### src/rtl/vga_timing_pkg.sv
// rtl/vga_timing_pkg.sv - VGA timing defaults, totals helpers and control-state encoding
package vga_timing_pkg;

   localparam int DIV_DEF    = 4;
   localparam int H_VIS_DEF  = 640;
   localparam int H_FP_DEF   = 16;
   localparam int H_SYNC_DEF = 96;
   localparam int H_BP_DEF   = 48;
   localparam int V_VIS_DEF  = 480;
   localparam int V_FP_DEF   = 10;
   localparam int V_SYNC_DEF = 2;
   localparam int V_BP_DEF   = 33;

   typedef enum logic [1:0] {
      IDLE  = 2'd0,
      RUN   = 2'd1,
      DRAIN = 2'd2
   } ctrl_state_e;

   function automatic int h_tot(input int vis, input int fp, input int sync, input int bp);
      return vis + fp + sync + bp;
   endfunction

   function automatic int v_tot(input int vis, input int fp, input int sync, input int bp);
      return vis + fp + sync + bp;
   endfunction

endpackage

### src/rtl/pix_tick_gen.sv
// rtl/pix_tick_gen.sv - divides clk into a one-cycle pixel enable every DIV cycles
module pix_tick_gen #(
   parameter int DIV = 4
) (
   input  logic clk,
   input  logic clr_n,
   input  logic run,
   output logic pix_tick
);

   localparam int            CW      = $clog2(DIV);
   localparam logic [CW-1:0] CNT_MAX = CW'(DIV - 1);

   logic [CW-1:0] cnt_q, cnt_d;

   always_comb begin
      cnt_d = '0;
      if (run && cnt_q != CNT_MAX) begin
         cnt_d = cnt_q + 1'b1;
      end
   end

   always_ff @(posedge clk) begin
      if (!clr_n) begin
         cnt_q <= '0;
      end else begin
         cnt_q <= cnt_d;
      end
   end

   assign pix_tick = run && (cnt_q == CNT_MAX);

endmodule

### src/rtl/vga_sync_ctrl.sv
// rtl/vga_sync_ctrl.sv - VGA run/drain control, h/v counters, sync, display enable and markers
module vga_sync_ctrl
   import vga_timing_pkg::*;
#(
   parameter int DIV    = DIV_DEF,
   parameter int H_VIS  = H_VIS_DEF,
   parameter int H_FP   = H_FP_DEF,
   parameter int H_SYNC = H_SYNC_DEF,
   parameter int H_BP   = H_BP_DEF,
   parameter int V_VIS  = V_VIS_DEF,
   parameter int V_FP   = V_FP_DEF,
   parameter int V_SYNC = V_SYNC_DEF,
   parameter int V_BP   = V_BP_DEF
) (
   input  logic       clk,
   input  logic       clr_n,
   input  logic       en,
   output logic       pix_tick,
   output logic       hsync,
   output logic       vsync,
   output logic       de,
   output logic [9:0] hc,
   output logic [9:0] vc,
   output logic       line_start,
   output logic       frame_start,
   output logic       busy
);

   localparam int H_TOT = h_tot(H_VIS, H_FP, H_SYNC, H_BP);
   localparam int V_TOT = v_tot(V_VIS, V_FP, V_SYNC, V_BP);

   if (H_TOT > 1024) begin : g_h_tot_chk
      $error("H_TOT exceeds the 10-bit column counter");
   end
   if (V_TOT > 1024) begin : g_v_tot_chk
      $error("V_TOT exceeds the 10-bit line counter");
   end
   if (DIV < 2) begin : g_div_chk
      $error("DIV must be at least 2");
   end

   localparam logic [9:0] H_LAST  = 10'(H_TOT - 1);
   localparam logic [9:0] V_LAST  = 10'(V_TOT - 1);
   localparam logic [9:0] H_VIS_W = 10'(H_VIS);
   localparam logic [9:0] V_VIS_W = 10'(V_VIS);
   localparam logic [9:0] HS_BEG  = 10'(H_VIS + H_FP);
   localparam logic [9:0] HS_END  = 10'(H_VIS + H_FP + H_SYNC);
   localparam logic [9:0] VS_BEG  = 10'(V_VIS + V_FP);
   localparam logic [9:0] VS_END  = 10'(V_VIS + V_FP + V_SYNC);

   ctrl_state_e state_q, state_d;
   logic [9:0]  hc_q, hc_d, vc_q, vc_d;
   logic        hsync_q, hsync_d, vsync_q, vsync_d, de_q, de_d, busy_q, busy_d;
   logic        line_start_q, line_start_d, frame_start_q, frame_start_d;
   logic        running, live, first, wrap_h, wrap_f;

   pix_tick_gen #(.DIV(DIV)) u_pix_tick_gen (
      .clk      (clk),
      .clr_n    (clr_n),
      .run      (running),
      .pix_tick (pix_tick)
   );

   assign running = (state_q != IDLE);
   assign wrap_h  = pix_tick && (hc_q == H_LAST);
   assign wrap_f  = wrap_h && (vc_q == V_LAST);

   always_comb begin
      state_d = state_q;
      case (state_q)
         IDLE:    if (en) state_d = RUN;
         RUN:     if (!en) state_d = DRAIN;
         DRAIN: begin
            if (en)          state_d = RUN;
            else if (wrap_f) state_d = IDLE;
         end
         default: state_d = IDLE;
      endcase
   end

   always_comb begin
      hc_d = hc_q;
      vc_d = vc_q;
      if (pix_tick) begin
         if (wrap_h) begin
            hc_d = '0;
            vc_d = (vc_q == V_LAST) ? '0 : vc_q + 10'd1;
         end else begin
            hc_d = hc_q + 10'd1;
         end
      end

      // Outputs are computed from next-cycle values so they line up with hc/vc;
      // the first IDLE cycle and the final DRAIN edge are both excluded by live.
      live          = running && (state_d != IDLE);
      first         = running && !busy_q;
      busy_d        = live;
      de_d          = live && (hc_d < H_VIS_W) && (vc_d < V_VIS_W);
      hsync_d       = !((hc_d >= HS_BEG) && (hc_d < HS_END));
      vsync_d       = !((vc_d >= VS_BEG) && (vc_d < VS_END));
      line_start_d  = live && (wrap_h || first);
      frame_start_d = live && (wrap_f || first);
   end

   always_ff @(posedge clk) begin
      if (!clr_n) begin
         state_q       <= IDLE;
         hc_q          <= '0;
         vc_q          <= '0;
         hsync_q       <= 1'b1;
         vsync_q       <= 1'b1;
         de_q          <= 1'b0;
         busy_q        <= 1'b0;
         line_start_q  <= 1'b0;
         frame_start_q <= 1'b0;
      end else begin
         state_q       <= state_d;
         hc_q          <= hc_d;
         vc_q          <= vc_d;
         hsync_q       <= hsync_d;
         vsync_q       <= vsync_d;
         de_q          <= de_d;
         busy_q        <= busy_d;
         line_start_q  <= line_start_d;
         frame_start_q <= frame_start_d;
      end
   end

   assign hc          = hc_q;
   assign vc          = vc_q;
   assign hsync       = hsync_q;
   assign vsync       = vsync_q;
   assign de          = de_q;
   assign busy        = busy_q;
   assign line_start  = line_start_q;
   assign frame_start = frame_start_q;

endmodule

### config.mk
export PLATFORM = sky130hd
export DESIGN_NAME = vga_sync_ctrl
export DESIGN_NICKNAME = d
export VERILOG_FILES = /design/src/rtl/vga_timing_pkg.sv /design/src/rtl/pix_tick_gen.sv /design/src/rtl/vga_sync_ctrl.sv
export SDC_FILE = /design/constraint.sdc
export NUM_CORES = 1
export LEC_CHECK = 0
export CAP_MARGIN = 20
export CORE_MARGIN = 4
export CORE_UTILIZATION = 31
export DETAILED_ROUTE_END_ITERATION = 8
export SLEW_MARGIN = 20
export SYNTH_ARGS = -nofsm -noshare
export SYNTH_HDL_FRONTEND = slang
export SYNTH_SLANG_ARGS = --single-unit
### constraint.sdc
create_clock -name clk -period 4.46 [get_ports clk]
set_clock_uncertainty 0.1 [all_clocks]
set_input_delay 0.892 -clock clk [delete_from_list [all_inputs] [get_ports clk]]
set_output_delay 0.892 -clock clk [all_outputs]
set_load 0.01 [all_outputs]
# Word-level counts from Yosys, hierarchy flattened
# Index checks and enable logic that the tools add are counted.
# classes
addsub	3
n_lt_le_gt_ge	6
n_eq_ne	6
muxes	10
reduce_logical	21
# op_table
operator	n
10-bit two-way mux	5
10-bit by 1-bit adder with 10-bit output (second input constant)	2
10-bit == test (second input constant)	2
10-bit < comparator (second input constant)	2
10-bit by 9-bit < comparator with 1-bit output (second input constant)	2
1-bit logical AND	12
10-bit >= comparator (second input constant)	1
10-bit by 9-bit >= comparator with 1-bit output (second input constant)	1
2-bit two-way mux	4
2-bit one-hot mux with 3 select lines	1
2-bit == test (second input constant)	2
2-bit nonzero test	2
1-bit logical NOT	3
2-bit by 1-bit adder with 2-bit output (second input constant)	1
2-bit by 1-bit == test with 1-bit output (second input constant)	1
2-bit logical NOT	1
1-bit logical OR	2
2-bit != test (second input constant)	1
2-bit AND reduction	1
# totals
register_bits	30
input_bits	3
out_inout_bits	27
wordCells	56

# Longest topological paths before layout
# Gate-level depths: netlist of the first run.
# depth
word_depth	11
mapped_depth	8
ltp_nobuf	7

# By module
# Synthesis of the first run repeated with hierarchy kept, for this count alone.
# hier_totals
cells_unflattened	184
hier_area_um2	1561.5
# modules_own_cells
module	instances	cells_each	area_each_um2	seq_area_each_um2
vga_sync_ctrl	1	178	1477.7	560.5
pix_tick_gen	1	6	83.8	40.0

# Worst setup path before layout of the first run
# No wires, ideal clock.
# synth_path
path_type	reg2reg
startpoint	reg hc_q[0], in the netlist hc[0]
endpoint	reg vsync_q, in the netlist vsync
setup_ns	0.130
arrival_ns	1.840
t_required_ns	4.230
setup_slack_ns	2.390
stages_incl_launch_ff	7
period_less_slack_ns	2.070
path_cell_list	dfxtp_1 > ha_1 > o211a_2 > nand4_4 > or4_1 > a22oi_2 > nand4b_1
# synth_via
elab_chain_cells	7
# synth_lines
element	line_no	rtl
start, declared	vga_sync_ctrl.sv:52	logic [9:0] hc_q, hc_d, vc_q, vc_d;
start signal, assigned	vga_sync_ctrl.sv:108	hc_q <= '0;
start signal, assigned	vga_sync_ctrl.sv:118	hc_q <= hc_d;
10-bit == test (*)	vga_sync_ctrl.sv:65	assign wrap_h = pix_tick && (hc_q == H_LAST);
1-bit logical AND (*)	vga_sync_ctrl.sv:65	
10-bit two-way mux (*)	vga_sync_ctrl.sv:85	if (wrap_h) begin
10-bit two-way mux (*)	vga_sync_ctrl.sv:84	if (pix_tick) begin
10-bit by 9-bit >= comparator with 1-bit output / 10-bit by 9-bit < comparator with 1-bit output (equally long branches)	vga_sync_ctrl.sv:100	vsync_d = !((vc_d >= VS_BEG) && (vc_d < VS_END));
1-bit logical AND (*)	vga_sync_ctrl.sv:100	
1-bit logical NOT (*)	vga_sync_ctrl.sv:100	
end signal, assigned	vga_sync_ctrl.sv:121	vsync_q <= vsync_d;
end, declared	vga_sync_ctrl.sv:53	logic hsync_q, hsync_d, vsync_q, vsync_d, de_q, de_d, busy_q, busy_d;
# Every way passes the cells marked *; elsewhere a longest branch is shown, timed or not.
# A chain may end at the register's enable or synchronous reset.

# Final worst setup path of the first run
# layout_path
startpoint	reg u_pix_tick_gen.cnt_q[0]
endpoint	out pix_tick
# layout_via
elab_chain_cells	2
# layout_lines
element	line_no	rtl
start, declared	pix_tick_gen.sv:14	logic [CW-1:0] cnt_q, cnt_d;
start signal, assigned	pix_tick_gen.sv:27	cnt_q <= cnt_d;
2-bit == test	pix_tick_gen.sv:31	assign pix_tick = run && (cnt_q == CNT_MAX);
1-bit logical AND	pix_tick_gen.sv:31	
end, declared	vga_sync_ctrl.sv:18	output logic pix_tick,
# No other way between the ends.

==> results of run 1 <==
[routing by layer]
metal  track usage  vias up
li1              -      748
met1         0.174      682
met2         0.203       23
met3        0.0260        5
met4        0.0490        0
met5             0        -
[synthesized netlist by cell type, types with 4 or more instances]
master and n:
dfxtp_1 30, nor2_1 22, nand2_1 18, a21oi_1 15
xnor2_1 8, nand3_1 7, nand4_1 6, nor3_1 6
buf_2 5, inv_1 5, ha_1 4, nor4_1 4
o21ai_0 4
[logic make-up (layout without fill, tap and decap cells)]
kind of cell | Yosys count | in the layout | share of synthesized area
simple gates | 87 | 87 | 0.300
compound gates | 41 | 41 | 0.176
fa+ha+maj | 4 | 4 | 0.0312
flops | 30 | 30 | 0.374
xor+xnor | 11 | 11 | 0.0601
mux | 2 | 2 | 0.0133
buf+inv | 15 | 43 | 0.0460
[per-stage QoR]
stage	worst slack, ps	utilization	power (mW)
6_report	1670	0.414	0.516
5_1_grt	1500	0.414	0.538
4_1_cts	1660	0.414	0.525
3_5_place_dp	1980	0.395	0.296
3_3_place_gp	2040	0.395	0.296
2_1_floorplan	2390	-	0.288
[area by class of cell]
type,count,area [um^2],share of cell area
sequential,30,601,0.297
inverter,6,22.5,0.0111
multi-input combinational,145,930,0.460
clock inverter,2,12.5,0.00619
tap,67,83.8,0.0415
timing repair buffer,29,290,0.144
clock buffer,6,82.6,0.0408
[critical path: stages, from the launching register on]
cell and delay (ps):
dfxtp_1 340, ha_1 290, o21ai_0 240, inv_1 120, clkdlybuf4s50_1 540
[placed cells by master (no fill, tap or decap), types with 4 or more instances in the layout]
master,instances
dfxtp_1,30
clkdlybuf4s50_1,29
nor2_1,22
nand2_1,18
a21oi_1,15
xnor2_1,8
nand3_1,7
nor3_1,6
nand4_1,6
clkbuf_8,6
inv_1,5
o21ai_0,4
nor4_1,4
ha_1,4
[power groups by stage]
stage | combinational (mW) | clock [mW] | sequential (mW)
finish | 0.0162 | 0.226 | 0.274
global route | 0.0177 | 0.246 | 0.274
CTS | 0.0164 | 0.235 | 0.274
detailed placement | 0.0163 | 0 | 0.280
global placement | 0.0162 | 0 | 0.279
floorplan | 0.00944 | 0 | 0.278
[sequential cells by signal, indices dropped and copies added (netlist names)]
register and cells:
busy 1, de 1, frame_start 1, hc 10, hsync 1, line_start 1
state_q 2, u_pix_tick_gen.cnt_q 2, vc 10, vsync 1
[worst paths after layout]
check | from | endpoint | slack [ps]
setup / recovery | u_pix_tick_gen.cnt_q[0] | pix_tick | 1670
setup reg to reg | hc[0] | vsync | 2090
hold / removal | u_pix_tick_gen.cnt_q[0] | u_pix_tick_gen.cnt_q[0] | 340
hold reg to reg | u_pix_tick_gen.cnt_q[0] | u_pix_tick_gen.cnt_q[0] | 340
==> results.yml, run 1 <==
timing:
  period_share: 0.625
  fin_setup_tns_ps: 0
  setup_violations: 0
  fin_hold_ws_ps: 342
  tightest_slew_ps: 592
  hold_viol: 0
  rsz0062_at_grt: "no"
  slew_viol_final: 0
  layout_min_cycle_time_ps: 2790
  slew_headroom: 0.602
  fmax_ghz: 0.359
setup_path:
  critPathCaptureType: "primary output"
  critical_path_class: "flip-flop to primary output"
  cp_max_fo: 7
  ff2ff_path_depth: 6
  critPathRequiredTime_ps: 3470
  crit_path_start_kind: "flip-flop"
  cp.arrival_ps: 1800
pwr:
  combPwrFrac: 0.031
  seqPwrFrac: 0.530
  p_per_area_nw_per_um2: 255
  p_leak_nw: 0.667
  p_sw_mw: 0.114
  irDropWorstVdd_mv: 0.130
  intPower_mw: 0.402
  sw_frac_of_total: 0.222
  power_frac_clock: 0.439
global_routing:
  grt_pass1_vias: 1388
  overflow: 0
  grt_pass1_wl_um: 6620
  grt_max_degree: 19
  grt_antenna_before_repair: 0
  grt.total_usage: 0.130
placement:
  place.gp.congestion: 0.807
  dp_hpwl_um: 2880
  io_buffers: 29
  place_inst: 277
  post_dp_cell_area_um2: 1930
cts:
  cts_hold_buffers: 0
  path_clk_slew_ps: 60
  post_cts_buffers: 0
  post_cts_resized: 0
  clock_sinks: 30
  clock_latency_ps: 280
  cts_max_level: 2
  cts_tree: "built"
  max-clock-path-buffers: 2
  root_buffer: "clkbuf_8"
  cts_buffers: 5
worst_hold_path:
  min_path_cells: 1
  min_path_type: "flip-flop to flip-flop"
drt:
  avgViaCountPerCell: 5.12
  drt_iter0_markers: 57
  vias: 1458
  wl_um: 3830
  wl_met1_um: 1870
  wl_met3_um: 114
  drc: 0
  top_layer: "met4"
  ant_nets: 0
  dr.pass1.iters: 4
  wl_per_cell_um: 13.4
  wl_met2_um: 1780
flow_run:
  drv_cap: 0
yosys:
  synth_top_area_cell: "dfxtp_1"
  synth_top_area_frac: 0.374
  async_flop_share: 0
  synthCells: 190
  ys_seq_elements: 30
  synth_edf_count: 0
  synth_ff_type: "dfxtp_1"
  synth_area_um2: 1600
  synth_fp_nets: 197
  synth_warnings: 0
  seq_area_frac_synth: 0.374
  syn_avg_cell_area_um2: 8.44
  netlist_top_cells_area: "dfxtp_1, nor2_1, a21oi_1"
  yosysUniqueCellTypes: 53
layout:
  fin_area_um2: 2020
  layoutNonFillerInstCount: 285
  antenna_cells: 0
  drive_gt1_frac: 0.0780
  area_delta_synth_final_pct: 26.1
  fillerInstances: 528
  final_nets: 224
floorplanning:
  num_rows: 25
  die_h_um: 79.9
  coreArea_um2: 4880
  die_width_um: 79.9
  start_util: 0.329
  design.die.area_um2: 6390
  io_pins: 30
run_status:
  status: "completed"
(Power assumes the default switching activity.)
==> inputs of run 2 (changes only) <==
- clock period: 4.46 -> 2.72 ns (I/O delays scaled with it)
==> results.yml, run 2 (synthesis results as in run 1) <==
run_status:
  status: "completed"
global_routing:
  grt_max_degree: 19
  grt.total_usage: 0.132
  grt_pass1_wl_um: 6540
  grt_antenna_before_repair: 0
  overflow: 0
  grt_pass1_vias: 1363
setup_path:
  critPathRequiredTime_ps: 2080
  cp_slowest_cell: "clkdlybuf4s50_1"
  ff2ff_path_depth: 6
  cp.arrival_ps: 1790
  crit_path_start_kind: "flip-flop"
  critPathCaptureType: "primary output"
  worstPathCellList: "ha_1 > o21ai_0 > inv_1 > clkdlybuf4s50_1"
  cp_max_fo: 7
  worst_path_largest_cell_delay_ps: 540
  critical_path_class: "flip-flop to primary output"
drt:
  vias: 1460
  drt_iter0_markers: 74
  ant_nets: 0
  wl_per_cell_um: 14.0
  wl_um: 4000
  dr.pass1.iters: 4
  avgViaCountPerCell: 5.12
  drc: 0
timing:
  fin_setup_tns_ps: 0
  slew_headroom: 0.620
  fmax_ghz: 0.410
  rsz0062_at_grt: "no"
  hold_viol: 0
  period_share: 0.896
  layout_setup_ws_ps: 284
  fin_hold_ws_ps: 337
  tightest_slew_ps: 566
  setup_violations: 0
  layout_min_cycle_time_ps: 2440
  slew_viol_final: 0
pwr:
  irDropWorstVdd_mv: 0.160
  p_leak_nw: 0.668
  p_per_area_nw_per_um2: 419
layout:
  fillerInstances: 537
  area_delta_synth_final_pct: 25.8
  layout_commonest_cell: "dfxtp_1"
  final_nets: 224
  layout_common_cells: "dfxtp_1, clkdlybuf4s50_1, nor2_1, nand2_1, a21oi_1"
  antenna_cells: 0
  drive_gt1_frac: 0.0734
  fin_util: 0.414
placement:
  dp_hpwl_um: 2940
  io_buffers: 29
  place.gp.congestion: 0.845
  place_ws_ps: 399
cts:
  max-clock-path-buffers: 2
  clock_sinks: 30
  cts_max_level: 2
  cts_tree: "built"
  post_cts_buffers: 0
  cts_buffers: 5
  cts_hold_buffers: 0
  clock_latency_ps: 280
  root_buffer: "clkbuf_8"
  post_cts_resized: 0
  path_clk_slew_ps: 60
floorplanning:
  design.die.area_um2: 6390
  start_util: 0.329
  die_h_um: 79.9
  io_pins: 30
  num_rows: 25
  die_width_um: 79.9
  coreArea_um2: 4880
worst_hold_path:
  min_path_type: "flip-flop to flip-flop"
  min_path_cells: 1
flow_run:
  drv_cap: 0
-- run 2: worst paths after layout --
kind	startpoint	slack, ps	end
worst max-delay path	u_pix_tick_gen.cnt_q[0]	280	pix_tick
worst min-delay path	u_pix_tick_gen.cnt_q[0]	340	u_pix_tick_gen.cnt_q[0]
worst max register to register	hc[1]	380	vsync
worst min register to register	u_pix_tick_gen.cnt_q[0]	340	u_pix_tick_gen.cnt_q[0]
-- run 2: critical path, delay by kind of cell (launching register included) --
| kind | cells | cell delay (ps) |
|---|---|---|
| AOI/OAI and AO/OA | 1 | 220 |
| adders and majority gates | 1 | 290 |
| buffers and inverters | 2 | 660 |
| DFF | 1 | 340 |
-- run 2: layout make-up --
type / count / area, um^2 / area share
clock inverter: 1 / 5.00 / 0.00248
sequential: 30 / 601 / 0.298
clock buffer: 7 / 86.3 / 0.0428
multi-input combinational: 145 / 930 / 0.461
timing repair buffer: 29 / 290 / 0.144
tap: 67 / 83.8 / 0.0415
inverter: 6 / 22.5 / 0.0112
-- run 2: per-stage QoR --
| step | instance area (um^2) | power, mW | std cells |
|---|---|---|---|
| 2_1_floorplan | 1600 | 0.472 | 190 |
| 3_3_place_gp | 1930 | 0.485 | 277 |
| 3_5_place_dp | 1930 | 0.485 | 277 |
| 4_1_cts | 2020 | 0.860 | 285 |
| 5_1_grt | 2020 | 0.881 | 285 |
| 6_report | 2020 | 0.846 | 285 |
-- run 2: where the power goes --
group | internal, mW | leakage [nW] | total, mW | switching, mW
sequential | 0.444 | 0.243 | 0.449 | 0.00451
clock | 0.204 | 0.0482 | 0.371 | 0.167
combinational | 0.0113 | 0.377 | 0.0267 | 0.0154
-- run 2: metal layers --
metal | up-vias | track usage | part of all wire
li1 | 743 | - | -
met1 | 682 | 0.168 | 0.48
met2 | 30 | 0.205 | 0.46
met3 | 5 | 0.0361 | 0.046
met4 | 0 | 0.0591 | 0.018
met5 | - | 0 | 0
